==> src/rtl/booth_dot_accumulator_pkg.sv <==
// Shared widths and FSM encoding for the Booth dot-product accumulator.
package booth_dot_accumulator_pkg;
  localparam int DEF_PROD_W = 16;
  localparam int DEF_ACC_W  = 24;
  localparam int DEF_LEN_W  = 8;

  typedef enum logic [1:0] {
    ST_IDLE  = 2'd0,
    ST_ACCUM = 2'd1,
    ST_HOLD  = 2'd2
  } state_t;
endpackage

==> src/rtl/booth_sat_add.sv <==
// Combinational signed add of a sign-extended product into the accumulator.
// The result clamps to the ACC_W range, and ovf flags the clamp.
module booth_sat_add #(
  parameter int PROD_W = 16,
  parameter int ACC_W  = 24
) (
  input  logic [ACC_W-1:0]  acc,
  input  logic [PROD_W-1:0] prod,
  output logic [ACC_W-1:0]  sum,
  output logic              ovf
);
  logic [ACC_W:0] wide;

  // One guard bit is enough: the two top bits disagree exactly when the true sum left range.
  assign wide = {acc[ACC_W-1], acc} + {{(ACC_W+1-PROD_W){prod[PROD_W-1]}}, prod};
  assign ovf  = wide[ACC_W] ^ wide[ACC_W-1];

  always_comb begin
    sum = wide[ACC_W-1:0];
    if (ovf) begin
      sum = wide[ACC_W] ? {1'b1, {(ACC_W-1){1'b0}}} : {1'b0, {(ACC_W-1){1'b1}}};
    end
  end
endmodule

==> src/rtl/booth_dot_accumulator.sv <==
// Saturating dot-product accumulator for len signed products. The result is valid one cycle after the last product.
// One product can be accepted per cycle in ACCUM. The result is held while res_ready is low, and start is honoured only in IDLE.
module booth_dot_accumulator
  import booth_dot_accumulator_pkg::*;
#(
  parameter int PROD_W = DEF_PROD_W,
  parameter int ACC_W  = DEF_ACC_W,
  parameter int LEN_W  = DEF_LEN_W
) (
  input  logic              clk,
  input  logic              rst_n,
  input  logic              start,
  input  logic [LEN_W-1:0]  len,
  output logic              busy,
  input  logic              prod_valid,
  output logic              prod_ready,
  input  logic [PROD_W-1:0] prod_data,
  output logic              res_valid,
  input  logic              res_ready,
  output logic [ACC_W-1:0]  res_data,
  output logic              res_sat
);
  state_t           state;
  logic [ACC_W-1:0] acc;
  logic [ACC_W-1:0] sum;
  logic [LEN_W-1:0] count;
  logic             sat;
  logic             ovf;
  logic             prod_hs;

  assign prod_ready = (state == ST_ACCUM);
  assign prod_hs    = prod_valid & prod_ready;
  // acc only changes on start or on a handshake, so it doubles as the held result.
  assign res_data   = acc;
  assign res_sat    = sat;

  booth_sat_add #(
    .PROD_W (PROD_W),
    .ACC_W  (ACC_W)
  ) u_sat_add (
    .acc  (acc),
    .prod (prod_data),
    .sum  (sum),
    .ovf  (ovf)
  );

  always_ff @(posedge clk or negedge rst_n) begin
    if (!rst_n) begin
      state     <= ST_IDLE;
      acc       <= '0;
      count     <= '0;
      sat       <= 1'b0;
      busy      <= 1'b0;
      res_valid <= 1'b0;
    end else begin
      case (state)
        ST_IDLE: begin
          if (start) begin
            acc  <= '0;
            sat  <= 1'b0;
            busy <= 1'b1;
            if (len != '0) begin
              count <= len;
              state <= ST_ACCUM;
            end else begin
              state     <= ST_HOLD;
              res_valid <= 1'b1;
            end
          end
        end
        ST_ACCUM: begin
          if (prod_hs) begin
            acc   <= sum;
            sat   <= sat | ovf;
            count <= count - 1'b1;
            if (count == LEN_W'(1)) begin
              state     <= ST_HOLD;
              res_valid <= 1'b1;
            end
          end
        end
        ST_HOLD: begin
          if (res_ready) begin
            state     <= ST_IDLE;
            res_valid <= 1'b0;
            busy      <= 1'b0;
          end
        end
        default: begin
          state     <= ST_IDLE;
          res_valid <= 1'b0;
          busy      <= 1'b0;
        end
      endcase
    end
  end
endmodule

==> config.mk <==
export PLATFORM = sky130hd
export DESIGN_NAME = booth_dot_accumulator
export DESIGN_NICKNAME = d
export VERILOG_FILES = /design/src/rtl/booth_dot_accumulator_pkg.sv /design/src/rtl/booth_sat_add.sv /design/src/rtl/booth_dot_accumulator.sv
export SDC_FILE = /design/constraint.sdc
export NUM_CORES = 1
export LEC_CHECK = 0
export CORE_AREA = 3 3 75 94
export DETAILED_ROUTE_END_ITERATION = 7
export DIE_AREA = 0 0 78 97
export PLACE_DENSITY = 0.82
export SLEW_MARGIN = 40
export SYNTH_ARGS = -nofsm -noshare
export SYNTH_HDL_FRONTEND = slang
export SYNTH_SLANG_ARGS = --single-unit
==> constraint.sdc <==
create_clock -name clk -period 2.7 [get_ports clk]
set_clock_uncertainty 0.05 [all_clocks]
set_input_delay 0.54 -clock clk [delete_from_list [all_inputs] [get_ports clk]]
set_output_delay 0.54 -clock clk [all_outputs]
set_load 0.005 [all_outputs]
==> results.md, run 1 <==
* Flop pwr share at 0.167
* IO Count at 57
* Max-slew violations at 0
* FF+latch count, synth at 37
* Drt total wl at approximately 11,000 um
* Switching power at around 3.0 mW
* Post-synthesis mux area share at 0.00379
* Hpwl dp at approximately 6700 um
* H-tree depth at 2
* PnR worst setup slack at -0.240 ns
* Worst setup SP type: flip-flop
* Initial antenna violation count at 0
* Overflow after GRT at 0
* Row count at 32
* DRT Pass-1 Iters at 5
* R2R depth at 12
* Cell family with most CP delay: compound AO/OA/AOI/OAI gates
* Ys Warns at 0
* CP most frequent cell: buf_4
* Worst EP required at approximately 2.8 ns
* F_max at between 300 and 400 MHz
* Starting DRT DRC Count at roughly 250
* Fin crit period at 2.94 ns
* Critical Path Fanout Max at 2
* Core area at roughly 6200 um2
* Failing checks: negative setup slack
* Syn Nets at 380
* Die height at just under 100 um
* RSZ-0062 raised after global routing: true
* Commonest non-fill, non-tap cell in the layout: buf_4
* Critical Path AT at 3.03 ns
* Status: complete, but fails checks
* Post-synth EDFFs at 0
* Via count at approximately 3,400
* Initial Util at 0.476
* Relative slew slack at 0.646
* Avg Vias per Cell at ~6.1
* Hold_buf cts at 0
* Layout cells sized above 1 at 0.386
* Register area share after synthesis at 0.311
* Diodes inserted at 0
* Worst skew pair latency at 0.30 ns
* Top cell type's share of synthesized area at 0.311
* Die area at between 7000 and 8000 um2
* GR Util All Layers at 0.283
* Most frequent cells in the layout: 87 x buf_4, 39 x clkdlybuf4s50_1, 37 x dfrtp_1, 25 x nor2_1, 24 x nand2_1
* Async S/R FF share, synth at 1.00
* Post-synth top flop: dfrtp_1
* P per Cell Area at ~1400 nW/um2
* CP Depth at 12
* Routed Antenna Nets at 0
* Measured slew at the worst slew-check pin at approximately 0.53 ns
* Slowest-stage cell, CP: dfrtp_1
* Mapped Cells at between 300 and 400
* Yosys top cell by area: dfrtp_1
* Max VDD drop at 0.750 mV
* Final core utilization at 0.768
* Number of clock sinks at 37
* TritonCTS Buffers at 5
* Synth area leaders: dfrtp_1 31%, ha_1 11%, a21oi_1 5.1%, o21ai_0 4.9%, xnor2_1 4.7%
* # nets final at about 530
* Worst path cell trace: ha_4 -> fa_2 -> a211oi_2 -> o211ai_1 -> buf_4 -> buf_4 -> nand2_1 -> o21ai_0 -> a21oi_2 -> xnor2_2 -> a32oi_2 -> o21ai_1
* Port bufs at 56
* Clk slew on worst S/H paths at approximately 0.08 ns
* Largest net degree at the start of global routing at 38
* Comb power frac at 0.747
* Buf+Inv Stages, Crit Path at 2
* Largest family of logic cells by synthesized area: compound AO/OA/AOI/OAI gates
* Clock root cell: clkbuf_8
* Max Root-Sink Buffers at 2
* CTS tree: built
* Yosys cell types at between 50 and 60
* Sw Share at 0.430
* Final Hold Fails at 0
* Synth Cell Area at 2970 um2
* Synth Area in Adders at 0.130
* Setup Viol. Count Final at 24
* Clock share of power at 0.086
* Synth Area in Simple Gates at 0.136
* Kind of critical path: flip-flop to flip-flop
* Compound-Gate Fraction of Synth Area at 0.322
* First-pass GRT wire length at between 15,000 and 20,000 um
* Internal at about 3.9 mW
* Area Overhead vs Synth at 61.4%
* Crit share post-route at 1.09
* Total of max-cap violations at 0
* Post-Synth XOR/XNOR Area at 0.0711
* Die width at around 78 um
* Syn avg cell area at 9.18 um2
* Vias in the first global route at approximately 3,500
* Min-delay worst type: primary input to async pin
* Lkg Pwr at 2.04 nW
* DRC at 0
* GP Congestion at around 0.86
* Power Total at between 6 and 7 mW
* Wirelength per Cell at just over 20 um
* CP Capture Type: flip-flop
* Worst path max stage delay at a little over 0.4 ns
final timing paths:
check | slack [ns] | to | from
hold / removal | 0.18 | res_data[16] | rst_n
max in group asynchronous | 2.05 | res_data[22] | rst_n
setup / recovery | -0.24 | res_data[12] | res_data[0]
min in group clk | 0.46 | count[4] | count[4]
setup reg to reg | -0.24 | res_data[12] | res_data[0]
hold reg to reg | 0.46 | count[4] | count[4]
Yosys cell counts (all sizes together) (7+ instances only):
cell / n
nand2: 28
nor2: 25
inv: 8
a21oi: 35
dfrtp: 37
o21ai: 31
ha: 26
a21o: 7
a211oi: 7
a221o: 18
xnor2: 16
nor3: 9
per-layer routing:
metal / vias to the layer above / track usage / wire length, um
li1: 1529 / - / -
met1: 1635 / 0.301 / 4180
met2: 170 / 0.515 / 5990
met3: 57 / 0.0605 / 638
met4: 0 / 0.141 / 544
met5: - / 0 / 0
logic make-up (layout without fill, tap and decap cells):
kind of cell               after synthesis  after routing
xor gates and xnor gates                22             22
DFF                                     37             37
and+or+nand+nor                         85             85
muxes                                    1              1
AOI/OAI and AO/OA                      130            130
buffers and inverters                   18            165
adders and majority gates               31             31
repair_timing:
action | 4_1_cts | 5_1_grt
endpoints found under the setup margin | 24 | 24
gates cloned | 1 | 0
pin swaps | 25 | 21
gates resized for setup | 58 | 19
setup buffers | 15 | 5
power groups by stage:
stage	sequential (mW)	combinational (mW)	clock, mW
after CTS	1.12	4.68	0.585
after global routing	1.17	5.42	0.618
final	1.14	5.13	0.591
after global placement	1.08	4.03	0
after floorplan	1.07	2.49	0
after detailed placement	1.10	4.19	0
stage by stage:
| step | instances | setup WS [ns] | area, um2 | hold WS, ns | TNS (ns) |
|---|---|---|---|---|---|
| floorplan | 324 | -0.0484 | 3110 | 0.194 | -0.484 |
| global placement | 528 | -0.786 | 4270 | 0.434 | -17.52 |
| finish | 556 | -0.240 | 4800 | 0.181 | -3.92 |
| global route | 556 | -0.289 | 4800 | 0.223 | -5.66 |
| CTS | 552 | -0.121 | 4730 | 0.204 | -2.00 |
| detailed placement | 528 | -0.878 | 4270 | 0.449 | -19.55 |
sequential cells by signal, summed over array words and instances, names as in the netlist:
signal / cells
res_valid: 1
res_data: 24
state: 2
busy: 1
res_sat: 1
count: 8
area by class of cell:
type                            count  area [um2]
Clock buffer                        5        68.8
Clock inverter                      3        65.1
Fill cell                         400        1450
Inverter                            8        30.0
Multi-Input combinational cell    269        2360
Sequential cell                    37         926
Tap cell                           85         106
Timing Repair Buffer              149        1240
Note: power is estimated with default switching activity, not from simulation.
==> inputs of run 2 (changes only) <==
MAX_ROUTING_LAYER = met4   (was default)
PLACE_DENSITY = 0.74   (was 0.82)
==> results.md, run 2 (same netlist as run 1, synthesis figures left out) <==
* Final core utilization at 0.819
* Wirelength per Cell at 20.1 um
* Max VDD drop at 0.764 mV
* Hpwl dp at between 6000 and 7000 um
* Kind of critical path: flip-flop to flip-flop
* Die width at between 70 and 80 um
* CTS tree: built
* H-tree depth at 2
* Max Root-Sink Buffers at 2
* Row count at 32
* Setup Viol. Count Final at 24
* Failing checks: negative setup slack
* Commonest non-fill, non-tap cell in the layout: buf_4
* Routed Antenna Nets at 0
* Vias in the first global route at approximately 3,500
* Area Overhead vs Synth at 72.1%
* Die area at 7570 um2
* GR Util All Layers at 0.272
* Measured slew at the worst slew-check pin at approximately 0.50 ns
* Relative slew slack at 0.666
* GP Congestion at 0.900
* Post-route cell area at between 5000 and 6000 um2
* Fin crit period at 3.03 ns
* Initial antenna violation count at 0
* # nets final at around 550
* Total of max-cap violations at 0
* Die height at between 90 and 100 um
* Max FFs per register at 24
* Avg Vias per Cell at 5.99
* Largest net degree at the start of global routing at 38
* Crit share post-route at 1.12
* Placed inst area at ~4400 um2
* Final Hold Fails at 0
* CP Capture Type: flip-flop
* Diodes inserted at 0
* Lkg Pwr at ~2.2 nW
* RSZ-0062 raised after global routing: true
* P per Cell Area at approximately 1500 nW/um2
* Worst EP required at around 2.8 ns
* DRC at 0
* Port bufs at 56
* Drt total wl at between 10,000 and 15,000 um
* Max-slew violations at 0
* Core area at 6250 um2
* Number of clock sinks at 37
* Pre-CTS WS at -0.884 ns
* Min Hold Slack at roughly 0.14 ns
* Critical Path AT at approximately 3.2 ns
* Layout cells sized above 1 at 0.428
* Clock root cell: clkbuf_8
* Starting DRT DRC Count at ~220
* Via count at 3,453
* Status: complete, but fails checks
* Critical Path Fanout Max at 4
* PnR worst setup slack at -0.327 ns
* F_max at between 300 and 400 MHz
* First-pass GRT wire length at 16,200 um
* Overflow after GRT at 0
* TritonCTS Buffers at 5
* Worst skew pair latency at 0.31 ns
* Worst setup SP type: flip-flop
* Most frequent cells in the layout: 101 x buf_4, 39 x clkdlybuf4s50_1, 36 x dfrtp_1, 24 x nor2_1
* DRT Pass-1 Iters at 6
* Initial Util at 0.476
* Min-delay worst type: primary input to async pin
* Clk slew on worst S/H paths at ~0.09 ns
* IO Count at 57
* Power Total at roughly 7.4 mW
[run 2: changes by cell type in the layout (fill, tap and decap cells not counted), moves of 3 or more]
cell | before | now
maj3_2 | 1 | 4
o21ai_2 | 4 | 7
buf_4 | 87 | 101
clkdlybuf4s15_1 | 0 | 7
dlygate4sd2_1 | 12 | 5
a211oi_2 | 4 | 1
maj3_1 | 3 | 0
buf_6 | 6 | 9
nand2_4 | 1 | 4
[run 2: critical path: stages (launching register included)]
cell,delay [ns]
dfrtp_1,0.41
ha_1,0.32
a21oi_2,0.22
o21ai_2,0.11
a211oi_2,0.22
a21oi_2,0.14
a221oi_4,0.46
xor2_4,0.32
a21oi_4,0.15
clkbuf_16,0.19
a221o_2,0.33
[run 2: layout make-up]
cell class / instances / area, um2
tap: 85 / 106
clock inverter: 2 / 37.5
multi-input combinational: 269 / 2450
fill: 376 / 1130
timing repair buffer: 169 / 1480
sequential: 37 / 927
inverter: 8 / 30.0
clock buffer: 6 / 82.6
[run 2: power by group]
| group | total [mW] | internal [mW] | leakage, nW | switching [mW] |
|---|---|---|---|---|
| logic | 5.79 | 3.14 | 1.69 | 2.65 |
| clock network | 0.540 | 0.301 | 0.0574 | 0.239 |
| registers | 1.12 | 0.834 | 0.436 | 0.287 |
| total | 7.45 | 4.28 | 2.18 | 3.17 |
[run 2: worst paths after layout]
check | slack, ns | to | from | depth (start not counted)
worst max-delay path | -0.33 | res_data[6] | res_data[16] | 10
worst min-delay path | 0.14 | res_data[10] | rst_n | 1
worst max register to register | -0.33 | res_data[6] | res_data[16] | 10
worst min register to register | 0.45 | count[4] | count[4] | 2
max in group asynchronous | 2.09 | res_data[1] | rst_n | 1
min in group clk | 0.45 | count[4] | count[4] | 2
[run 2: timing repair]
action                                  in CTS  in global routing
gates resized for setup                     54                 52
buffers inserted                            14                 16
pin swaps                                   30                 41
endpoints found under the setup margin      25                 25
gates cloned                                 0                  2
hold buffers                                 0                  0
[run 2: through the flow]
| step | cells | TNS (ns) |
|---|---|---|
| finish | 576 | -6.25 |
| global route | 576 | -6.64 |
| CTS | 561 | -3.42 |
| detailed placement | 539 | -19.97 |
| global placement | 539 | -17.54 |
| floorplan | 324 | -0.484 |
[run 2: layer usage]
layer  wire length [um]  GRT usage
met1               4430      0.299
met5                  0          -
met3                527     0.0382
met2               6130      0.470
met4                510      0.147
==> inputs of run 3 (changes only) <==
CORE_AREA = 3 3 71 100   (was 3 3 75 94)
DIE_AREA = 0 0 74 103   (was 0 0 78 97)
==> results.md, run 3 (same netlist as run 1, synthesis figures left out) <==
* Status: complete, but fails checks
* Failing checks: negative setup slack
* Diodes inserted at 0
* R2R depth at 12
* Setup Viol. Count Final at 23
* Die width at 74 um
* P per Cell Area at around 1400 nW/um2
* Slowest-stage cell, CP: dfrtp_1
* GP Congestion at approximately 0.86
* Critical Path AT at between 2 and 3 ns
* Wirelength per Cell at between 15 and 20 um
* Vias in the first global route at around 3,400
* Final core utilization at 0.791
* Max Root-Sink Buffers at 2
* Kind of critical path: flip-flop to flip-flop
* Overflow after GRT at 0
* Commonest non-fill, non-tap cell in the layout: buf_4
* Top layer in use: met4
* Area Overhead vs Synth at 66.4%
* Relative slew slack at 0.696
* Die area at 7620 um2
* Measured slew at the worst slew-check pin at ~0.45 ns
* Layout cells sized above 1 at 0.393
* DRC at 0
* Lkg Pwr at around 2.2 nW
* CTS tree: built
* H-tree depth at 2
* FF+latch area at approximately 930 um2
* Drt total wl at approximately 10,000 um
* Worst R2R End: res_data[4]
* First-pass GRT wire length at about 15,000 um
* RSZ-0062 raised after global routing: true
* CP endpoint: res_data[4]
* Routed Antenna Nets at 0
* Starting DRT DRC Count at 176
* IO Count at between 50 and 60
* Area taken by multi-input logic gates at between 2000 and 2500 um2
* Fillers at slightly above 400
* Fin Setup TNS at -2.69 ns
* Critical Path Fanout Max at 9
* TritonCTS Buffers at 5
* Worst setup SP type: flip-flop
* Number of clock sinks at 37
* Initial Util at 0.475
* Avg Vias per Cell at 5.93
* Reg-to-reg startpoint: res_data[0]
* Fin crit period at approximately 2.9 ns
* Via count at around 3,300
* Max-slew violations at 0
* Crit share post-route at 1.06
* Worst EP required at 2.83 ns
* Die height at roughly 100 um
* Max FFs per register at 24
* GR Util All Layers at 0.265
* Hpwl dp at roughly 6500 um
* CP Launch Point: res_data[0]
* Worst path cell trace: ha_4 -> fa_2 -> a211oi_2 -> o211ai_1 -> nand2_1 -> a31o_4 -> nand2_4 -> a41oi_4 -> buf_6 -> nor3_4 -> buf_6 -> a221o_2
* Largest net degree at the start of global routing at 25
* Initial antenna violation count at 0
* PnR worst setup slack at -0.154 ns
* Row count at 34
* Most frequent cells in the layout: 92 x buf_4, 39 x clkdlybuf4s50_1, 37 x dfrtp_1, 25 x o21ai_0
* Buf+Inv Stages, Crit Path at 2
* Port bufs at 56
* Metal3 WL at around 360 um
* Worst path max stage delay at 0.42 ns
* Met2 wire length at approximately 5700 um
* DRT Pass-1 Iters at 5
* Max VDD drop at 0.655 mV
* Min-delay worst type: primary input to async pin
* Final Hold Fails at 0
* Clock root cell: clkbuf_8
* Clk slew on worst S/H paths at 0.09 ns
* Placed inst area at 4340 um2
* Total of max-cap violations at 0
* CP most frequent cell: buf_6
* Worst skew pair latency at roughly 0.30 ns
* Core area at around 6300 um2
* F_max at 350 MHz
* CP Depth at 12
* CP Capture Type: flip-flop
* Cell family with most CP delay: compound AO/OA/AOI/OAI gates
* Metal1 wirelength at 3970 um
* Post-route cell area at between 4000 and 5000 um2
* # nets final at between 500 and 600
* Reg-to-reg slack, setup at -0.15 ns
* Min Hold Slack at ~0.097 ns
[run 3: changes by cell type in the layout (fill, tap and decap cells not counted), moves of 3 or more]
cell | previous run | this run
o21ai_0 | 22 | 25
o21ai_2 | 7 | 3
clkdlybuf4s15_1 | 7 | 3
a21oi_1 | 20 | 23
buf_4 | 101 | 92
buf_6 | 9 | 17
[run 3: power breakdown]
group          leakage (nW)  internal [mW]  switching (mW)
Combinational          1.66           2.95            2.35
Sequential            0.438          0.833           0.275
Clock                0.0574          0.301           0.236
Total                  2.15           4.09            2.86
[run 3: how the worst min path moves through the flow]
stage / depth (start not counted) / from / slack (ns) / endpoint
finish: 1 / rst_n / 0.1 / res_data[10]
global route: 1 / rst_n / 0.11 / res_data[10]
CTS: 1 / rst_n / 0.11 / res_data[9]
floorplan: 0 / rst_n / 0.19 / busy
detailed placement: 1 / rst_n / 0.43 / res_data[9]
global placement: 2 / count[6] / 0.44 / count[6]
[run 3: through the flow]
| step | setup WS (ns) | total power [mW] | instances |
|---|---|---|---|
| detailed placement | -0.842 | 5.34 | 523 |
| global placement | -0.727 | 5.22 | 522 |
| finish | -0.154 | 6.95 | 560 |
| global route | -0.234 | 7.40 | 560 |
| CTS | -0.222 | 6.36 | 550 |
| floorplan | -0.0484 | 3.56 | 324 |
[run 3: cell type report]
class	instances	share of cell area
multi-input cells	269	0.473
clock buffers	6	0.0167
clock inverters	2	0.00759
well taps	72	0.0182
inverters	8	0.00607
repair buffers	166	0.291
flip-flops and latches	37	0.187
[run 3: repair_timing]
item                       4_1_cts  5_1_grt
setup buffers                   18       12
setup endpoints to repair       25       25
gates resized for setup         48       38
cloned                           1        0
pin swaps                       21       27
hold buffers                     0        0
[run 3: routing by layer]
layer  up-vias  track usage
met1      1643        0.276
met4         0        0.120
met5         -            -
met3        26       0.0400
met2        87        0.482
li1       1563            -
